$ cat config.mk
export PLATFORM = sky130hd
export DESIGN_NAME = bounce_engine_flat
export DESIGN_NICKNAME = d
export VERILOG_FILES = /design/src/rtl/bounce_pkg.sv /design/src/rtl/bounce_if.sv /design/src/rtl/bounce_axis.sv /design/src/rtl/bounce_engine.sv /design/src/flat_wrapper.sv
export SDC_FILE = /design/constraint.sdc
export NUM_CORES = 1
export LEC_CHECK = 0
export ABC_AREA = 1
export ABC_CLOCK_PERIOD_IN_PS = 11200
export CORE_MARGIN = 3
export CORE_UTILIZATION = 65
export DETAILED_ROUTE_END_ITERATION = 6
export PLACE_DENSITY = 0.85
export SETUP_SLACK_MARGIN = 0.3
export SKIP_CTS_REPAIR_TIMING = 1
export SLEW_MARGIN = 20
export SYNTH_ARGS = -nofsm -noshare
export SYNTH_HDL_FRONTEND = slang
export SYNTH_HIERARCHICAL = 1
export SYNTH_SLANG_ARGS = --single-unit
$ cat constraint.sdc
create_clock -name clk -period 11.2 [get_ports clk]
set_input_delay 2.24 -clock clk [delete_from_list [all_inputs] [get_ports clk]]
set_output_delay 2.24 -clock clk [all_outputs]
set_load 0.005 [all_outputs]
$ cat src/rtl/bounce_pkg.sv
// Shared types and defaults for the bouncing-object engine.
package bounce_pkg;

  localparam int COORD_W   = 10;
  localparam int H_ACT_DEF = 640;
  localparam int V_ACT_DEF = 480;

  typedef logic [COORD_W-1:0] coord_t;

  typedef struct packed {
    coord_t x_pos;
    coord_t y_pos;
  } obj_pos_t;

  typedef enum logic [1:0] {
    IDLE   = 2'd0,
    UPDATE = 2'd1,
    DONE   = 2'd2
  } state_e;

  // Power-on placement: objects staggered diagonally so they start apart.
  function automatic obj_pos_t reset_pos(input int idx);
    obj_pos_t p;
    p.x_pos = COORD_W'(40 + 60 * idx);
    p.y_pos = COORD_W'(40 + 40 * idx);
    return p;
  endfunction

endpackage

$ cat src/rtl/bounce_if.sv
// Video-side bus of the bounce engine: sync/control in, per-object flags out.
interface bounce_if #(
  parameter int NUM_OBJ = 4,
  parameter int SPEED_W = 3
);
  import bounce_pkg::*;

  logic                       vsync_i;
  logic                       pause_i;
  logic [NUM_OBJ*SPEED_W-1:0] speed_i;
  coord_t                     pixel_x_i;
  coord_t                     pixel_y_i;
  logic [NUM_OBJ-1:0]         obj_on_o;
  logic [NUM_OBJ-1:0]         bounce_o;
  logic                       frame_done_o;
  logic [15:0]                frame_cnt_o;

  modport master (
    output vsync_i, pause_i, speed_i, pixel_x_i, pixel_y_i,
    input  obj_on_o, bounce_o, frame_done_o, frame_cnt_o
  );

  modport slave (
    input  vsync_i, pause_i, speed_i, pixel_x_i, pixel_y_i,
    output obj_on_o, bounce_o, frame_done_o, frame_cnt_o
  );

endinterface

$ cat src/rtl/bounce_axis.sv
// One-axis motion step: advance by speed or reverse at the edge of the field.
module bounce_axis
  import bounce_pkg::*;
#(
  parameter int OBJ_SIZE = 20,
  parameter int SPEED_W  = 3
) (
  input  coord_t             pos_i,
  input  logic               dir_i,
  input  logic [SPEED_W-1:0] speed_i,
  input  coord_t             limit_i,
  output coord_t             pos_o,
  output logic               dir_o,
  output logic               bounce_o
);

  coord_t speed_s;
  coord_t hi_lim_s;

  assign speed_s  = COORD_W'(speed_i);
  // Highest start position from which a full step still keeps the object on screen.
  assign hi_lim_s = limit_i - COORD_W'(OBJ_SIZE) - speed_s;

  // Step toward the current direction; when the step would leave the field, hold and reverse.
  always_comb begin
    pos_o    = pos_i;
    dir_o    = dir_i;
    bounce_o = 1'b0;
    if (dir_i) begin
      if (pos_i < hi_lim_s) begin
        pos_o = pos_i + speed_s;
      end else begin
        dir_o    = 1'b0;
        bounce_o = 1'b1;
      end
    end else begin
      if (pos_i >= speed_s) begin
        pos_o = pos_i - speed_s;
      end else begin
        dir_o    = 1'b1;
        bounce_o = 1'b1;
      end
    end
  end

endmodule

$ cat src/rtl/bounce_engine.sv
// Moves NUM_OBJ square objects once per frame, one object per clock, and
// reports per-pixel coverage, reversals and completed passes.
module bounce_engine
  import bounce_pkg::*;
#(
  parameter int NUM_OBJ  = 4,
  parameter int OBJ_SIZE = 20,
  parameter int SPEED_W  = 3,
  parameter int H_ACT    = H_ACT_DEF,
  parameter int V_ACT    = V_ACT_DEF
) (
  input logic       clk,
  input logic       rst_n,
  bounce_if.slave   bus
);

  localparam int               IDX_W    = (NUM_OBJ > 1) ? $clog2(NUM_OBJ) : 1;
  localparam logic [IDX_W-1:0] LAST_IDX = IDX_W'(NUM_OBJ - 1);
  localparam coord_t           H_LIM    = COORD_W'(H_ACT);
  localparam coord_t           V_LIM    = COORD_W'(V_ACT);

  state_e             state_q, state_d;
  logic [IDX_W-1:0]   idx_q, idx_d;
  logic               vsync_q;
  obj_pos_t           pos_q [NUM_OBJ];
  logic [NUM_OBJ-1:0] dir_x_q, dir_y_q;
  logic [NUM_OBJ-1:0] bounce_q, bounce_d;
  logic               frame_done_q;
  logic [15:0]        frame_cnt_q;

  logic               frame_ev_s;
  logic               upd_en_s;
  logic               pass_end_s;
  logic [SPEED_W-1:0] speed_s [NUM_OBJ];
  obj_pos_t           cur_pos_s;
  logic               cur_dx_s, cur_dy_s;
  logic [SPEED_W-1:0] cur_speed_s;
  coord_t             nxt_x_s, nxt_y_s;
  logic               nxt_dx_s, nxt_dy_s;
  logic               bounce_x_s, bounce_y_s;
  logic [NUM_OBJ-1:0] obj_on_s;

  // Falling edge of vsync marks the start of vertical blanking.
  assign frame_ev_s = vsync_q & ~bus.vsync_i;

  // Split the packed speed bus into one field per object.
  always_comb begin
    for (int i = 0; i < NUM_OBJ; i++) begin
      speed_s[i] = bus.speed_i[i*SPEED_W +: SPEED_W];
    end
  end

  assign cur_pos_s   = pos_q[idx_q];
  assign cur_dx_s    = dir_x_q[idx_q];
  assign cur_dy_s    = dir_y_q[idx_q];
  assign cur_speed_s = speed_s[idx_q];

  bounce_axis #(.OBJ_SIZE(OBJ_SIZE), .SPEED_W(SPEED_W)) u_axis_x (
    .pos_i    (cur_pos_s.x_pos),
    .dir_i    (cur_dx_s),
    .speed_i  (cur_speed_s),
    .limit_i  (H_LIM),
    .pos_o    (nxt_x_s),
    .dir_o    (nxt_dx_s),
    .bounce_o (bounce_x_s)
  );

  bounce_axis #(.OBJ_SIZE(OBJ_SIZE), .SPEED_W(SPEED_W)) u_axis_y (
    .pos_i    (cur_pos_s.y_pos),
    .dir_i    (cur_dy_s),
    .speed_i  (cur_speed_s),
    .limit_i  (V_LIM),
    .pos_o    (nxt_y_s),
    .dir_o    (nxt_dy_s),
    .bounce_o (bounce_y_s)
  );

  // Pass sequencing: wait for a frame event, walk the objects, then flag completion.
  always_comb begin
    state_d    = state_q;
    idx_d      = idx_q;
    upd_en_s   = 1'b0;
    pass_end_s = 1'b0;
    case (state_q)
      IDLE: begin
        if (frame_ev_s && !bus.pause_i) begin
          state_d = UPDATE;
          idx_d   = '0;
        end else begin
          state_d = IDLE;
        end
      end
      UPDATE: begin
        upd_en_s = 1'b1;
        if (idx_q == LAST_IDX) begin
          state_d    = DONE;
          idx_d      = '0;
          pass_end_s = 1'b1;
        end else begin
          idx_d = idx_q + IDX_W'(1);
        end
      end
      DONE: begin
        state_d = IDLE;
        idx_d   = '0;
      end
      default: begin
        state_d = IDLE;
        idx_d   = '0;
      end
    endcase
  end

  // Reversal of either axis gives a single pulse for the object being moved.
  always_comb begin
    bounce_d = '0;
    if (upd_en_s) begin
      bounce_d[idx_q] = bounce_x_s | bounce_y_s;
    end else begin
      bounce_d = '0;
    end
  end

  // Coverage test per object; 11-bit sums keep the right/bottom edge exact.
  always_comb begin
    obj_on_s = '0;
    for (int i = 0; i < NUM_OBJ; i++) begin
      obj_on_s[i] =
        (bus.pixel_x_i >= pos_q[i].x_pos) &&
        ({1'b0, bus.pixel_x_i} < ({1'b0, pos_q[i].x_pos} + 11'(OBJ_SIZE))) &&
        (bus.pixel_y_i >= pos_q[i].y_pos) &&
        ({1'b0, bus.pixel_y_i} < ({1'b0, pos_q[i].y_pos} + 11'(OBJ_SIZE)));
    end
  end

  // FSM state, object index and vsync history.
  always_ff @(posedge clk or negedge rst_n) begin
    if (!rst_n) begin
      state_q <= IDLE;
      idx_q   <= '0;
      vsync_q <= 1'b0;
    end else begin
      state_q <= state_d;
      idx_q   <= idx_d;
      vsync_q <= bus.vsync_i;
    end
  end

  // Object positions and directions; only the indexed object changes per cycle.
  always_ff @(posedge clk or negedge rst_n) begin
    if (!rst_n) begin
      for (int i = 0; i < NUM_OBJ; i++) begin
        pos_q[i]   <= reset_pos(i);
        dir_x_q[i] <= i[0];
        dir_y_q[i] <= i[0];
      end
    end else if (upd_en_s) begin
      pos_q[idx_q].x_pos <= nxt_x_s;
      pos_q[idx_q].y_pos <= nxt_y_s;
      dir_x_q[idx_q]     <= nxt_dx_s;
      dir_y_q[idx_q]     <= nxt_dy_s;
    end
  end

  // Registered status outputs: bounce pulses, pass-done pulse and pass counter.
  always_ff @(posedge clk or negedge rst_n) begin
    if (!rst_n) begin
      bounce_q     <= '0;
      frame_done_q <= 1'b0;
      frame_cnt_q  <= 16'd0;
    end else begin
      bounce_q     <= bounce_d;
      frame_done_q <= pass_end_s;
      if (pass_end_s) begin
        frame_cnt_q <= frame_cnt_q + 16'd1;
      end
    end
  end

  assign bus.obj_on_o     = obj_on_s;
  assign bus.bounce_o     = bounce_q;
  assign bus.frame_done_o = frame_done_q;
  assign bus.frame_cnt_o  = frame_cnt_q;

endmodule

$ cat src/flat_wrapper.sv
// flat-port wrapper written by rule: the top's interface ports become plain ports
module bounce_engine_flat import bounce_pkg::*;
#(
  parameter int NUM_OBJ  = 4,
  parameter int OBJ_SIZE = 20,
  parameter int SPEED_W  = 3,
  parameter int H_ACT    = H_ACT_DEF,
  parameter int V_ACT    = V_ACT_DEF
)
  (clk, rst_n, bus_vsync_i, bus_pause_i, bus_speed_i, bus_pixel_x_i, bus_pixel_y_i, bus_obj_on_o, bus_bounce_o, bus_frame_done_o, bus_frame_cnt_o);
  bounce_if #(.NUM_OBJ(NUM_OBJ), .SPEED_W(SPEED_W)) bus_i ();
  input logic clk;
  input logic rst_n;
  input wire logic [$bits(bus_i.vsync_i)-1:0] bus_vsync_i;
  input wire logic [$bits(bus_i.pause_i)-1:0] bus_pause_i;
  input wire logic [$bits(bus_i.speed_i)-1:0] bus_speed_i;
  input wire logic [$bits(bus_i.pixel_x_i)-1:0] bus_pixel_x_i;
  input wire logic [$bits(bus_i.pixel_y_i)-1:0] bus_pixel_y_i;
  output wire logic [$bits(bus_i.obj_on_o)-1:0] bus_obj_on_o;
  output wire logic [$bits(bus_i.bounce_o)-1:0] bus_bounce_o;
  output wire logic [$bits(bus_i.frame_done_o)-1:0] bus_frame_done_o;
  output wire logic [$bits(bus_i.frame_cnt_o)-1:0] bus_frame_cnt_o;
  assign bus_i.vsync_i = bus_vsync_i;
  assign bus_i.pause_i = bus_pause_i;
  assign bus_i.speed_i = bus_speed_i;
  assign bus_i.pixel_x_i = bus_pixel_x_i;
  assign bus_i.pixel_y_i = bus_pixel_y_i;
  assign bus_obj_on_o = bus_i.obj_on_o;
  assign bus_bounce_o = bus_i.bounce_o;
  assign bus_frame_done_o = bus_i.frame_done_o;
  assign bus_frame_cnt_o = bus_i.frame_cnt_o;
  bounce_engine #(.NUM_OBJ(NUM_OBJ), .OBJ_SIZE(OBJ_SIZE), .SPEED_W(SPEED_W), .H_ACT(H_ACT), .V_ACT(V_ACT)) u_core (.clk(clk), .rst_n(rst_n), .bus(bus_i));
endmodule
==> results.ini <==
[synth]
synth-warning-count = 6
synth_compound_area_share_pct = 12.4
synthSimpleGateAreaFrac_pct = 27.6
synth_flop_cell = dfrtp_1
muxShareOfSynthArea_pct = 0
synth_top_family_by_area = simple AND/OR/NAND/NOR gates
synth_seq_cells = 114
syn_inst = 1808
syn_avg_cell_area_um2 = 6.89
yosys.area_share.xor_xnor_pct = 6.47
ys_seq_area_share_pct = 23.2
async_flop_share_pct = 100
synth-edff-count = 0
synth.distinct_cells = 44
synthAdderAreaFrac_pct = 21.5
synth_area_mm2 = 0.0125

[route]
wl_met3_um = 2430
totalWireLength_um = 33500
drt_iter0_markers = 814
dr_wl_met2_um = 15400
viasPerCell = 5.66
drtPass1Iterations = 6
post_drt_wl_per_cell_um = 15.6
wl_met1_um = 14900
ant_nets = 0
top_layer_used = met4
via_count = 12100
route.detailed.drc = 0

[timing]
worstMarginPinSlew_ns = 0.896
finClkSkew_ns = 0.0127
rsz0062_at_grt = no
relSlewSlack_pct = 40.3
maxSlewViolCount = 0
finalSetupViolCount = 0
max_freq_ghz = 0.146
min_period_ns = 6.84
period_share_pct = 61.1
hold_violations = 0
setup_tns_ns = 0

[global_routing]
grt_antenna_before_repair = 0
grt_start_max_net_pins = 71
grt_pass1_vias = 11300
grt_overflow = 0
grt_pass1_wl_um = 54500
grt.total_usage_pct = 32.3

[die]
start_util_pct = 66.4
die_y_um = 144
rows = 50
die_x_um = 144
dieArea_mm2 = 0.0209
num_io_pins = 61
coreArea_mm2 = 0.0188

[final_layout]
diodes = 0
fill_cells = 1558
synthToLayoutAreaGrowth_pct = 12.3
multiInputGateArea_mm2 = 0.00862
finish.net_count = 2140
drive_above_1_share_pct = 5.46
seqCellArea_mm2 = 0.00289

[critical_path]
cp_max_fo = 4
cp_common_cell = nand3_1
rrSetupSlack_ns = 6.52
crit_path_top_delay_cell = clkdlybuf4s50_1
critPathLaunch = bus_pixel_y_i[1]
worst_path_largest_cell_delay_ns = 0.50
reg2reg_depth = 24
crit_end = bus_obj_on_o[0]
cp_cell_sequence = clkdlybuf4s50_1 > ha_1 > a21oi_1 > nand2_1 > nand3_1 > nand3_1 > nand3_1 > nor2_1 > clkdlybuf4s50_1
reg2reg_to = u_core/pos_q[43]$_DFFE_PN0P_
cp_num_buf_inv = 2
cp-end-kind = output port
worstPathArrival_ns = 4.60
critPathKind = input port to output port
cp.required_ns = 8.96
r2r_start = u_core/idx_q[0]$_DFFE_PN0P_
path_depth = 9
critPathLaunchType = input port
critical_path.top_delay_family = buffers and inverters

[placement]
hpwl_um = 25900
gp_congestion = 0.944
port_buffers = 60

[min_path]
hold_class = flip-flop to flip-flop
hold_depth = 1

[cts]
clock-root-buffer = clkbuf_16
cts_buffer_depth = 2
cts_buffers = 17
cts_tree = yes
htree_num_levels = 4
insertion_delay_ns = 0.41
clock_sinks = 114
clkTransAtPathRegs_ns = 0.06

[flow_run]
cap_violations = 0

[status]
status = finished clean

-- Yosys cell counts (10+ instances only) --
cell / instances / share of area, %
nor3_1: 12 / 0.48
nor2_1: 150 / 4.5
nand2_1: 490 / 15
nand3_1: 107 / 4.3
xor2_1: 83 / 5.8
clkbuf_1: 30 / 0.90
o21a_1: 10 / 0.60
a21oi_1: 116 / 4.7
inv_1: 239 / 7.2
nand4_1: 13 / 0.65
dfrtp_1: 88 / 18
ha_1: 205 / 21
dfstp_2: 26 / 5.5
o21ai_0: 144 / 5.8
-- worst reg2reg max path, cell delays in order (launching register included) --
cell	delay, ns
dfrtp_1	0.38
inv_2	0.05
buf_4	0.53
o21ai_0	0.16
o22ai_1	0.53
inv_1	0.21
ha_1	0.34
ha_1	0.21
a21oi_1	0.15
o21bai_1	0.12
xor2_1	0.16
ha_1	0.25
nand2_1	0.07
inv_1	0.04
nand2_1	0.05
nand2_1	0.04
nand2_1	0.09
nand2_1	0.06
nor2_1	0.44
nand2_1	0.15
nand2_1	0.10
nand2_1	0.06
nand2_1	0.10
inv_1	0.08
o21ai_0	0.22
-- stage by stage --
| step | std cells | utilization (%) | setup slack, ns | area, um^2 | hold WS, ns |
|---|---|---|---|---|---|
| floorplan | 1844 | - | 5.86 | 12600 | 0.448 |
| finish | 2140 | 74.6 | 4.36 | 14000 | 0.483 |
| global placement | 2108 | 71.3 | 4.38 | 13400 | 0.462 |
| CTS | 2140 | 74.6 | 4.35 | 14000 | 0.484 |
| global route | 2140 | 74.6 | 4.18 | 14000 | 0.513 |
| detailed placement | 2108 | 71.3 | 4.35 | 13400 | 0.473 |
-- per-layer routing --
layer	vias up	GRT usage (%)
li1	5993	-
met1	5566	44.8
met2	478	53.5
met3	68	4.40
met4	0	8.44
met5	-	0
-- layout by cell type, fill, tap and decap left out, types with 2 or more instances in the layout --
master and n:
a21o_1 7, a21oi_1 116, and3_1 3, buf_4 10, bufinv_16 3, clkbuf_16 17
clkdlybuf4s50_1 59, clkinv_4 5, conb_1 38, dfrtp_1 88, dfstp_2 26, fa_1 6
ha_1 205, inv_1 238, inv_2 4, inv_6 4, inv_8 2, nand2_1 490
nand2_4 3, nand3_1 107, nand3_2 6, nand3b_1 7, nand4_1 13, nor2_1 150
nor2_2 7, nor2_4 5, nor3_1 12, nor3_2 2, o211ai_1 4, o21a_1 10
o21ai_0 144, o21bai_1 3, o22ai_1 7, or2_2 2, or2_4 2, xnor2_1 9
xor2_1 83
-- layout make-up --
| type | instances | share of cell area [%] |
|---|---|---|
| Clock buffer | 17 | 3.04 |
| Clock inverter | 15 | 1.40 |
| Inverter | 243 | 6.52 |
| Multi-Input combinational cell | 1448 | 61.6 |
| Sequential cell | 114 | 20.6 |
| Tap cell | 234 | 2.09 |
| Timing Repair Buffer | 69 | 4.76 |
-- sequential cells by signal, indices dropped and copies added, names as in the netlist --
name and cells:
u_core/bus.frame_cnt_o 16, u_core/bus.bounce_o 4, u_core/idx_q 2, u_core/bus.frame_done_o 1, u_core/pos_q 80, u_core/dir_x_q 4
u_core/vsync_q 1, u_core/dir_y_q 4, u_core/state_q 2
-- kinds of logic after synthesis --
group                    Yosys count
other                              2
adder cells (fa/ha/maj)          211
buffers and inverters            282
XOR/XNOR                          92
AO/OA/AOI/OAI                    294
AND/OR/NAND/NOR                  813
flip-flops                       114
-- worst min-delay path by stage --
stage,start,endpoint
final,u_core/state_q[0]$_DFFE_PN0P_,u_core/state_q[0]$_DFFE_PN0P_
after detailed placement,u_core/state_q[0]$_DFFE_PN0P_,u_core/state_q[0]$_DFFE_PN0P_
after CTS,u_core/state_q[0]$_DFFE_PN0P_,u_core/state_q[0]$_DFFE_PN0P_
after global routing,u_core/pos_q[41]$_DFFE_PN0P_,u_core/pos_q[41]$_DFFE_PN0P_
after global placement,u_core/dir_x_q[2]$_DFFE_PN0P_,u_core/dir_x_q[2]$_DFFE_PN0P_
after floorplan,u_core/dir_x_q[2]$_DFFE_PN0P_,u_core/dir_x_q[2]$_DFFE_PN0P_
Power is not shown: default switching activity piles up to over one toggle a cycle in this logic, so the estimate is an artifact.
==> RTL edit: new RTL, same flow settings <==
`OBJ_SIZE` is set to 20 in 3 places; all go to 10.
--- a/src/rtl/bounce_axis.sv
+++ b/src/rtl/bounce_axis.sv
@@ -4,3 +4,3 @@
 #(
-  parameter int OBJ_SIZE = 20,
+  parameter int OBJ_SIZE = 10,
   parameter int SPEED_W  = 3
--- a/src/rtl/bounce_engine.sv
+++ b/src/rtl/bounce_engine.sv
@@ -6,3 +6,3 @@
   parameter int NUM_OBJ  = 4,
-  parameter int OBJ_SIZE = 20,
+  parameter int OBJ_SIZE = 10,
   parameter int SPEED_W  = 3,
--- a/src/flat_wrapper.sv
+++ b/src/flat_wrapper.sv
@@ -4,3 +4,3 @@
   parameter int NUM_OBJ  = 4,
-  parameter int OBJ_SIZE = 20,
+  parameter int OBJ_SIZE = 10,
   parameter int SPEED_W  = 3,
Function: changed (Yosys sat finds a counterexample within 4 cycles, from zero or initial values and one cycle with rst_n low).
==> RTL edit against the original RTL <==
- wire length increased by 1.1%
- design area grew 2.5%
- critical path depth did not move
- sequential cell count did not move
- clock skew down 0.0049 ns
- area after synthesis increased by 2.9%
- hold slack got worse by 0.0022 ns
- setup slack worse by 0.032 ns
- non-clock buffer count unchanged
Power is not shown: default switching activity piles up to over one toggle a cycle in this logic, so the estimate is an artifact.
==> RTL edit: results (changes against the original RTL) <==
stage,metric,value,unit,change
critical_path,Worst Reg2Reg Path Length in Cells,22,,was 24
critical_path,Critical Path AT,4.63,ns,was 4.60 ns
clocking,H-tree depth,4,,unchanged
hold_path,Hold Startpoint,u_core/dir_y_q[3],,was u_core/state_q[0]
global_routing,M2 GR Usage,0.535,,about the same
critical_path,worst-path cell with the longest stage delay,clkdlybuf4s50_1,,unchanged
clocking,Clock Tree Root,clkbuf_16,,unchanged
logic_synthesis,Async SR Flop Fraction,1.00,,unchanged
route,via/cell ratio,5.62,,was 5.66
flow_run,# Max-Cap Violations,0,,unchanged
global_routing,GR Util met1,0.415,,was 0.448
place,GP Congestion,0.983,,was 0.944
route,Iter 0 DRT Violations,966,,was 814
logic_synthesis,Compound-Gate Fraction of Synth Area,0.125,,was 0.124
place,Port-buffer cells,60,,unchanged
logic_synthesis,predominant post-synthesis flop cell,dfrtp_1,,unchanged
route,final WL,33800,um,"was 33,500 um"
critical_path,RR Startpoint,u_core/idx_q[1],,was u_core/idx_q[0]
global_routing,initial antenna violation count,0,,unchanged
critical_path,crit path from,bus_pixel_y_i[9],,was bus_pixel_y_i[1]
critical_path,CP endpoint,bus_obj_on_o[1],,was bus_obj_on_o[0]
logic_synthesis,post-synthesis xor/xnor area fraction,0.0663,,was 0.0647
global_routing,vias in the first global route,11900,,"was 11,300"
logic_synthesis,"Distinct cells, synth",43,,was 44
clocking,Clock Latency Late Sink,0.41,ns,about the same
cells_and_area,Filler Cells Inserted,1604,,"was 1,558"
logic_synthesis,Synth Area in Adders,0.213,,was 0.215
cells_and_area,n_diodes,0,,unchanged
sta,Final setup viols,0,,unchanged
critical_path,FF-to-FF setup slack,6.31,ns,was 6.52 ns
critical_path,Crit path max-delay family,buffers and inverters,,unchanged
cells_and_area,max FFs per register,80,,unchanged
logic_synthesis,Post-synth EDFFs,0,,unchanged
logic_synthesis,"top cells by count, synth","523 x nand2_1, 251 x inv_1, 209 x ha_1",,"was 490 x nand2_1, 239 x inv_1, 205 x ha_1"
place,Final HPWL DP,25900,um,about the same
logic_synthesis,Ys Warns,6,,unchanged
global_routing,grt met3 use,0.0323,,was 0.0440
global_routing,Total GRT Usage,0.314,,was 0.323
route,Pre-antenna DRT Iters,6,,unchanged
logic_synthesis,"top cells by area, synth","ha_1 20%, dfrtp_1 17%, nand2_1 15%",,"was ha_1 21%, dfrtp_1 18%, nand2_1 15%"
critical_path,Max stage delay on crit path,0.68,ns,was 0.50 ns
sta,Slew HR,0.395,,was 0.403
critical_path,maximum fanout along the worst path,8,,was 4
logic_synthesis,register area share after synthesis,0.225,,was 0.232
cells_and_area,final net count,2204,,"was 2,140"
cells_and_area,share of cells above drive strength 1,0.0565,,was 0.0546
logic_synthesis,post-synthesis mux area share,0,,unchanged
hold_path,Tightest Hold Check Type,flip-flop to flip-flop,,unchanged
critical_path,Reg-to-Reg End,u_core/pos_q[11],,was u_core/pos_q[43]
sta,Worst Skew,0.00771,ns,was 0.0127 ns
global_routing,first-pass GRT wire length,56000,um,"was 54,500 um"
outcome,status,"complete, no violations",,unchanged
global_routing,largest net degree at the start of global routing,75,,was 71
==> RTL edit: cell types whose count changed in the layout (fill, tap and decap cells not counted), sizes merged, moves of 10 or more <==
cell,change
nand2,+37
nand3,-17
nand4,+15
nor2,-14
inv,+13
o21ai,+10
==> RTL edit: cell families after synthesis <==
group / after synthesis
AOI/OAI and AO/OA: 303
adders and majority gates: 215
DFF: 114
and+or+nand+nor: 839
buffers and inverters: 303
other: 2
xor gates and xnor gates: 97
==> RTL edit: final cells by class <==
type / instances / area share
Clock buffer: 17 / 0.0296
Clock inverter: 15 / 0.0128
Inverter: 261 / 0.0686
Multi-Input combinational cell: 1490 / 0.619
Sequential cell: 114 / 0.201
Tap cell: 260 / 0.0227
Timing Repair Buffer: 69 / 0.0464
==> RTL edit: metal layers <==
metal  vias to the layer above  part of all wire
met1                      5784              0.43
li1                       6197                 -
met4                         0             0.023
met3                        68             0.064
met5                         -                 0
met2                       466              0.48
==> RTL edit: through the flow <==
| stage | util | std cells | cell area [um2] | setup WS (ns) | hold slack, ns |
|---|---|---|---|---|---|
| floorplan | - | 1907 | 13000 | 5.82 | 0.448 |
| global placement | 0.723 | 2194 | 13700 | 4.40 | 0.461 |
| detailed placement | 0.723 | 2194 | 13700 | 4.36 | 0.471 |
| CTS | 0.755 | 2226 | 14400 | 4.36 | 0.479 |
| global route | 0.755 | 2226 | 14400 | 4.20 | 0.498 |
| finish | 0.755 | 2226 | 14400 | 4.33 | 0.481 |
==> RTL edit: worst min path at each step <==
stage	end	cells past startpoint
after detailed placement	u_core/dir_y_q[3]	2
final	u_core/dir_y_q[3]	2
after global routing	u_core/dir_x_q[3]	2
after floorplan	u_core/dir_x_q[2]	2
after CTS	u_core/dir_x_q[3]	2
after global placement	u_core/dir_x_q[3]	2
